--- src/rtl/eth_tx_framer.sv ---
// Ethernet TX framing stage: preamble/SFD, pulled frame bytes, zero pad,
// CRC-32 FCS and interframe gap, on a byte stream toward the dibit serializer.
module eth_tx_framer #(
  parameter int PREAMBLE_LEN = 7,
  parameter int MIN_LEN      = 60,
  parameter int IFG_CYCLES   = 48,
  parameter int CNT_LEN      = 11
) (
  input  logic       clk,
  input  logic       rst,
  input  logic       start,
  input  logic       downstream_rdy,
  output logic       upstream_readclk,
  input  logic       inclk,
  input  logic [7:0] in,
  input  logic       in_done,
  output logic       outclk,
  output logic [7:0] out,
  output logic       done,
  output logic       busy
);
  localparam logic [2:0] S_IDLE = 3'd0;
  localparam logic [2:0] S_PRE  = 3'd1;
  localparam logic [2:0] S_SFD  = 3'd2;
  localparam logic [2:0] S_DATA = 3'd3;
  localparam logic [2:0] S_PAD  = 3'd4;
  localparam logic [2:0] S_FCS  = 3'd5;
  localparam logic [2:0] S_IFG  = 3'd6;

  localparam int AW = 16;
  localparam logic [AW-1:0]      PRE_LAST = AW'((PREAMBLE_LEN > 0) ? PREAMBLE_LEN - 1 : 0);
  localparam logic [AW-1:0]      IFG_LAST = AW'((IFG_CYCLES > 0) ? IFG_CYCLES - 1 : 0);
  localparam logic [CNT_LEN:0]   MIN_W    = (CNT_LEN+1)'(MIN_LEN);
  localparam logic [CNT_LEN-1:0] CNT_MAX  = '1;

  logic [2:0]         state_q, state_d;
  logic [CNT_LEN-1:0] cnt_q, cnt_d;
  logic [AW-1:0]      aux_q, aux_d;
  logic [31:0]        crc_q, crc_d;
  logic               waiting_q, waiting_d;
  logic [CNT_LEN:0]   cnt_inc;
  logic [CNT_LEN-1:0] cnt_sat;

  function automatic logic [31:0] crc_byte(input logic [31:0] c, input logic [7:0] b);
    logic [31:0] r;
    r = c ^ {24'd0, b};
    for (int i = 0; i < 8; i++) r = r[0] ? ((r >> 1) ^ 32'hEDB88320) : (r >> 1);
    return r;
  endfunction

  // Unsaturated count+1 drives the pad decision; the stored count saturates.
  assign cnt_inc = {1'b0, cnt_q} + 1'b1;
  assign cnt_sat = (cnt_q == CNT_MAX) ? cnt_q : cnt_q + 1'b1;
  assign busy    = (state_q != S_IDLE);

  always_comb begin
    state_d          = state_q;
    cnt_d            = cnt_q;
    aux_d            = aux_q;
    crc_d            = crc_q;
    waiting_d        = waiting_q;
    outclk           = 1'b0;
    out              = 8'h00;
    done             = 1'b0;
    upstream_readclk = 1'b0;
    case (state_q)
      S_IDLE: if (start) begin
        state_d   = (PREAMBLE_LEN > 0) ? S_PRE : S_SFD;
        cnt_d     = '0;
        aux_d     = '0;
        crc_d     = '1;
        waiting_d = 1'b0;
      end
      S_PRE: begin
        outclk = downstream_rdy;
        out    = 8'h55;
        if (downstream_rdy) begin
          if (aux_q == PRE_LAST) begin
            state_d = S_SFD;
            aux_d   = '0;
          end else aux_d = aux_q + 1'b1;
        end
      end
      S_SFD: begin
        outclk = downstream_rdy;
        out    = 8'hD5;
        if (downstream_rdy) state_d = S_DATA;
      end
      S_DATA: begin
        upstream_readclk = downstream_rdy && !waiting_q;
        if (upstream_readclk) waiting_d = 1'b1;
        // Deliveries without an outstanding request are dropped.
        if (inclk && waiting_q) begin
          waiting_d = 1'b0;
          outclk    = 1'b1;
          out       = in;
          cnt_d     = cnt_sat;
          crc_d     = crc_byte(crc_q, in);
          if (in_done) state_d = (cnt_inc < MIN_W) ? S_PAD : S_FCS;
        end
      end
      S_PAD: begin
        outclk = downstream_rdy;
        if (downstream_rdy) begin
          cnt_d = cnt_sat;
          crc_d = crc_byte(crc_q, 8'h00);
          if (cnt_inc >= MIN_W) state_d = S_FCS;
        end
      end
      S_FCS: begin
        outclk = downstream_rdy;
        out    = ~crc_q[{aux_q[1:0], 3'b000} +: 8];
        if (downstream_rdy) begin
          if (aux_q[1:0] == 2'd3) begin
            done    = 1'b1;
            aux_d   = '0;
            state_d = (IFG_CYCLES > 0) ? S_IFG : S_IDLE;
          end else aux_d = aux_q + 1'b1;
        end
      end
      S_IFG: begin
        if (aux_q == IFG_LAST) begin
          state_d = S_IDLE;
          aux_d   = '0;
        end else aux_d = aux_q + 1'b1;
      end
      default: state_d = S_IDLE;
    endcase
  end

  always_ff @(posedge clk) begin
    if (rst) begin
      state_q   <= S_IDLE;
      cnt_q     <= '0;
      aux_q     <= '0;
      crc_q     <= 32'hFFFFFFFF;
      waiting_q <= 1'b0;
    end else begin
      state_q   <= state_d;
      cnt_q     <= cnt_d;
      aux_q     <= aux_d;
      crc_q     <= crc_d;
      waiting_q <= waiting_d;
    end
  end
endmodule

--- config.mk ---
export PLATFORM = sky130hd
export DESIGN_NAME = eth_tx_framer
export DESIGN_NICKNAME = d
export VERILOG_FILES = /design/src/rtl/eth_tx_framer.sv
export SDC_FILE = /design/constraint.sdc
export NUM_CORES = 1
export LEC_CHECK = 0
export ABC_AREA = 1
export CAP_MARGIN = 10
export CORE_ASPECT_RATIO = 0.9
export CORE_MARGIN = 2
export CORE_UTILIZATION = 55
export CTS_BUF_LIST = sky130_fd_sc_hd__clkbuf_2 sky130_fd_sc_hd__clkbuf_4 sky130_fd_sc_hd__clkbuf_8
export DETAILED_ROUTE_END_ITERATION = 8
export GPL_TIMING_DRIVEN = 0
export PLACE_DENSITY_LB_ADDON = 0.12
export SLEW_MARGIN = 25
export SYNTH_ARGS = -nofsm -noshare
export SYNTH_HDL_FRONTEND = slang
export SYNTH_SLANG_ARGS = --single-unit
--- constraint.sdc ---
create_clock -name clk -period 2.85 [get_ports clk]
set_input_delay 0.4275 -clock clk [delete_from_list [all_inputs] [get_ports clk]]
set_output_delay 0.4275 -clock clk [all_outputs]
set_load 0.05 [all_outputs]
==> impl_results.md <==
- Post-synthesis sequential area ratio: 0.2201
- Initial Util: 0.5615
- Clock Latency Late Sink: 0.37 ns
- P&R area growth vs syn: 10.29%
- PnR worst setup slack: 0.06563 ns
- Total track usage: 0.3395
- Hold Slack: 0.4920 ns
- Synthesized area: 5729 um^2
- Drt first-iter violations: 808
- Vias per cell: 5.715
- Top post-synthesis cells by area: dfxtp_1, nand2_1, xor2_1
- Vias in the first global route: 5751
- Total gr overflow: 0
- Rows: 35
- Core Area: 10200 um^2
- Die H: 100.8 um
- Worst path max stage delay: 0.43 ns
- FMAX: 359.1 MHz
- Clock tree buffer depth: 2
- Max cap viols: 0
- Synth cell count leaders: nand2_1, inv_1, nor2_1, a21oi_1, nand3_1
- Min-Delay Path Class: reg -> reg
- Slew @ Worst Pin: 0.7612 ns
- Count leader, synth: nand2_1
- Yosys top cell by area: dfxtp_1
- Ratio of final minimum period to clock period: 0.9770
- CTS tree: built
- Num CTS Buffers: 9
- CTS clk-pin slew, worst paths: 0.07 ns
- DRC violations left: 0
- HPWL Detailed: 14000 um
- Routed vias: 6487
- Worst Skew: 0.01420 ns
- Status: completed
- Cell mode on critical path: inv_1
- CP Max Fanout: 16
- DR pass1 iterations: 9
- Max Slew Vio Count: 0
- CP cell instances: inv_1 -> nor3_4 -> inv_4 -> nor2_4 -> inv_1 -> o32ai_1 -> clkdlybuf4s15_2
- Io pins: 26
- Nets: 1019
- Final setup vio count: 0
- WP data required: 2.42 ns
- Setup crit start kind: flip-flop
- Port-buffer cells: 23
- WL per Instance: 16.58 um
- RSZ-0062 raised after global routing: no
- PD cells: 1298 nW/um^2
- Global-route met2 utilization: 0.4953
- WL final: 18820 um
- Layout cells sized above 1: 0.08748
- Most Crowded Layer GR: met2
- Post-Syn Instances: 968
- Area share of the largest cell type after synthesis: 0.2201
- Syn Nets: 986
- First-pass GRT wire length: 29810 um
- Synth Area per Inst: 5.919 um^2
- Worst slew margin: 0.4925
- Die width: 111.6 um
- Final setup TNS: 0 ns
- Yosys reg bits: 63
- Met1 usage: 0.4823
- Data arrival, critical path: 2.36 ns
- Post-Place Worst Slack: -0.7378 ns
- Main synth FF type: dfxtp_1
- Yosys Warn Count: 0
- Initial antenna violation count: 0
- Largest net degree at the start of global routing: 20
- Max VDD drop: 0.9257 mV
- Final worst path period need: 2.784 ns
- # diodes: 0
- Slowest-stage cell, CP: clkdlybuf4s15_2
- Leak: 2.831 nW
- Worst setup EP type: output pin
- H-Tree Depth: 3
- GPL Wtd Cong: 0.9983
- Clock Sinks: 63
- Final hold violation count: 0
- Met3 usage: 0.07096
- DRT antenna net count: 0
- Kind of critical path: reg -> out
- Asr flop ratio synth: 0
- Die area: 11250 um^2
- Cell variety after synth: 41
- Number of buffers inserted by hold repair at cts: 0
- Post-synth EDFFs: 0
- Root Buffer: clkbuf_8
[cell usage in the layout (no fill, tap or decap), types with 12 or more instances in the layout]
master | Yosys | layout
nand3_1 | 66 | 66
nor2_1 | 82 | 81
buf_2 | 11 | 16
clkdlybuf4s50_1 | 0 | 13
o211ai_1 | 12 | 12
xor2_1 | 55 | 55
o21ai_0 | 63 | 63
a21oi_1 | 80 | 80
clkbuf_1 | 18 | 12
dfxtp_1 | 63 | 63
nand2_1 | 307 | 306
inv_1 | 89 | 88
xnor2_1 | 31 | 31
[worst max-delay path: cells and delay by family, from the launching register on]
family	cells	cell delay, ns
DFF	1	0.40
and+or+nand+nor	2	0.47
AOI/OAI and AO/OA	1	0.21
buffers and inverters	4	0.91
[repair_timing]
item | in CTS | in global routing
gates cloned | 0 | 0
pin swaps | 1 | 0
endpoints found under the setup margin | 11 | 18
setup buffers | 1 | 0
gates resized for setup | 37 | 18
[cells by family after synthesis]
| kind of cell | synth area share |
|---|---|
| and+or+nand+nor | 0.3641 |
| xor gates and xnor gates | 0.1400 |
| adders and majority gates | 0.008736 |
| AOI/OAI and AO/OA | 0.1693 |
| buffers and inverters | 0.09784 |
| DFF | 0.2201 |
[report_power, final]
group | leakage (nW) | internal, mW | switching (mW)
clock network | 0.105 | 0.450 | 0.391
registers | 0.515 | 1.14 | 0.252
logic | 2.21 | 1.96 | 4.01
[cell type report]
type / count / area (um^2)
clock buffer: 11 / 151.4
tap: 129 / 161.4
sequential: 63 / 1261
inverter: 98 / 372.9
clock inverter: 5 / 56.30
fill: 991 / 3885
timing repair buffer: 24 / 210.2
multi-input combinational: 768 / 3918
buffer: 37 / 187.7
[routing by layer]
metal,vias to the layer above,share of wire
li1,3171,-
met1,2863,0.44
met2,379,0.40
met3,74,0.12
met4,0,0.040
met5,-,0
[sequential cells by signal (all words and copies together) (netlist names)]
signal and cells:
crc_q 32, state_q 3, aux_q 16, cnt_q 11
waiting_q 1
[through the flow]
| step | util | area, um^2 | cells | total power [mW] |
|---|---|---|---|---|
| floorplan | - | 5729 | 968 | 5.797 |
| global placement | 0.5999 | 6121 | 1120 | 7.092 |
| detailed placement | 0.5999 | 6121 | 1120 | 7.181 |
| CTS | 0.6222 | 6349 | 1135 | 8.035 |
| global route | 0.6193 | 6319 | 1135 | 8.846 |
| finish | 0.6193 | 6319 | 1135 | 8.202 |
[final timing paths]
path                                start                endpoint  slack [ns]  cells past startpoint
setup / recovery  state_q[0]$_SDFFE_PP0P_                  out[5]        0.07                      7
hold / removal      cnt_q[1]$_SDFFE_PP0P_   cnt_q[1]$_SDFFE_PP0P_        0.49                      2
setup reg to reg  state_q[2]$_SDFFE_PP0P_  crc_q[19]$_SDFFE_PP1P_        0.25                     10
hold reg to reg     cnt_q[1]$_SDFFE_PP0P_   cnt_q[1]$_SDFFE_PP0P_        0.49                      2
Note: power is estimated with default switching activity, not from simulation.
==> RTL change: new RTL, same flow settings <==
`CNT_LEN`: 11 -> 10.
--- a/src/rtl/eth_tx_framer.sv
+++ b/src/rtl/eth_tx_framer.sv
@@ -5,5 +5,5 @@
   parameter int MIN_LEN      = 60,
   parameter int IFG_CYCLES   = 48,
-  parameter int CNT_LEN      = 11
+  parameter int CNT_LEN      = 10
 ) (
   input  logic       clk,
Check against the original RTL: same outputs for any inputs over 10 cycles, from zero or initial values and one cycle with rst high; that may be too few to reach the edited logic, so the function may still have changed.
==> RTL change against the original RTL <==
Utilization grew 0.84 points. Largest power group unchanged. Power shrank 4.2%. Wire length grew 7.6%. Final cell count grew 4.7%. Area after synthesis grew 3.6%. Clock power grew 8.1%. Count of clock-buffer cells in the layout shrank 1. Worst setup slack gained 0.0084 ns. Design area grew 3.1%. Sequential cell count shrank 1. Non-clock buffer count shrank 4.
==> RTL change: results (changes against the original RTL) <==
CP max FO: 10 (-6)
#MultiIn Comb: 814 (+6.0%)
# nets final: 1072 (+5.2%)
# fillers: 1038 (+4.7%)
Skew final: 0.007258 ns (-0.006937 ns)
Initial antenna violation count: 0 (unchanged)
Slew margin rel.: 48.32% (-0.93 points)
Largest net degree at the start of global routing: 12 (-40%)
Synth top area cells: nand2_1 (22%), dfxtp_1 (21%), nand3_1 (7.4%)
DP HPWL: 14670 µm (+4.8%)
Dpl cells: 1172 (+4.6%)
Post-synth top cells: nand2_1 (353), inv_1 (94), nand3_1 (88)
Flop pwr share: 17.2% (+0.2 points)
Maximum VDD drop: 0.8253 mV (-11%)
Adder-Cell Fraction of Synth Area: 0.8430% (-0.031 points)
Vias in the first global route: 6013 (+4.6%)
Routability cong.: 1.031 (+3.2%)
Cell Int Power: 3.316 mW (-6.5%)
Signal buffers: 57 (-6.6%)
Global-route wire length before repair: 31620 µm (+6.0%)
Comb pwr: 5.60 mW (-6.2%)
Sequential area share after synthesis: 20.91% (-1.1 points)
Post-placement cell area: 6329 µm² (+3.4%)
Static Leakage: 3.111 nW (+9.9%)
HP Class: input pin to register
Post-place setup slack: -0.1652 ns (+0.5725 ns)
Storage element area: 1241 µm² (-1.6%)
R2R cell count: 13 (+3)
Status: finished, final reports clean
Post-CTS Setup Bufs: 0 (-1)
Initial DRT Pass Iterations: 6 (-3)
Yosys cell types: 45 (+9.8%)
DR iter-0 viols: 880 (+8.9%)
Multi-input gate area: 4083 µm² (+4.2%)
XOR/XNOR Fraction of Synth Area: 10.79% (-3.2 points)
Total track usage: 35.27% (+1.3 points)
DR vias/cell: 5.776 (+1.1%)
Layout cells sized above 1: 11.24% (+2.5 points)
Die ar.: 11640 µm² (+3.5%)
Largest regs: crc_q: 32 flops, aux_q: 16 flops, cnt_q: 10 flops
Hold path cells: 3 (+1)
Crit-path slowest cell: dlygate4sd2_1
Synth Area in Compound Gates: 14.77% (-2.2 points)
Post-CTS sizing: 33 (-11%)
Clock transition at the registers of the reported paths: 0.08 ns
Layout Area Growth over Synthesis: 9.716%
Non-clock buffers, area share: 5.993% (-0.30 points)
==> RTL change: cell families after synthesis <==
| logic type | Yosys count |
|---|---|
| flip-flops | 62 |
| AO/OA/AOI/OAI | 158 |
| XOR/XNOR | 68 |
| adder cells (fa/ha/maj) | 4 |
| buffers and inverters | 144 |
| AND/OR/NAND/NOR | 584 |
==> RTL change: routing by layer <==
layer	wire (µm)	global-route usage (%)
met5	0	0
met3	2585	9.700
met1	8621	48.54
met4	667	12.29
met2	8379	53.48
==> RTL change: worst paths after layout <==
kind         slack, ns                    start                    end
max               0.07  state_q[2]$_SDFFE_PP0P_       upstream_readclk
min reg2reg       0.50    cnt_q[8]$_SDFFE_PP0P_  cnt_q[8]$_SDFFE_PP0P_
max reg2reg       0.54    crc_q[1]$_SDFFE_PP1P_  crc_q[8]$_SDFFE_PP1P_
min               0.46                      rst  crc_q[9]$_SDFFE_PP1P_
==> RTL change: tightest hold or removal path: stages <==
cell and delay [ns]:
clkbuf_1 0.23, a21oi_1 0.07, o21ai_0 0.06
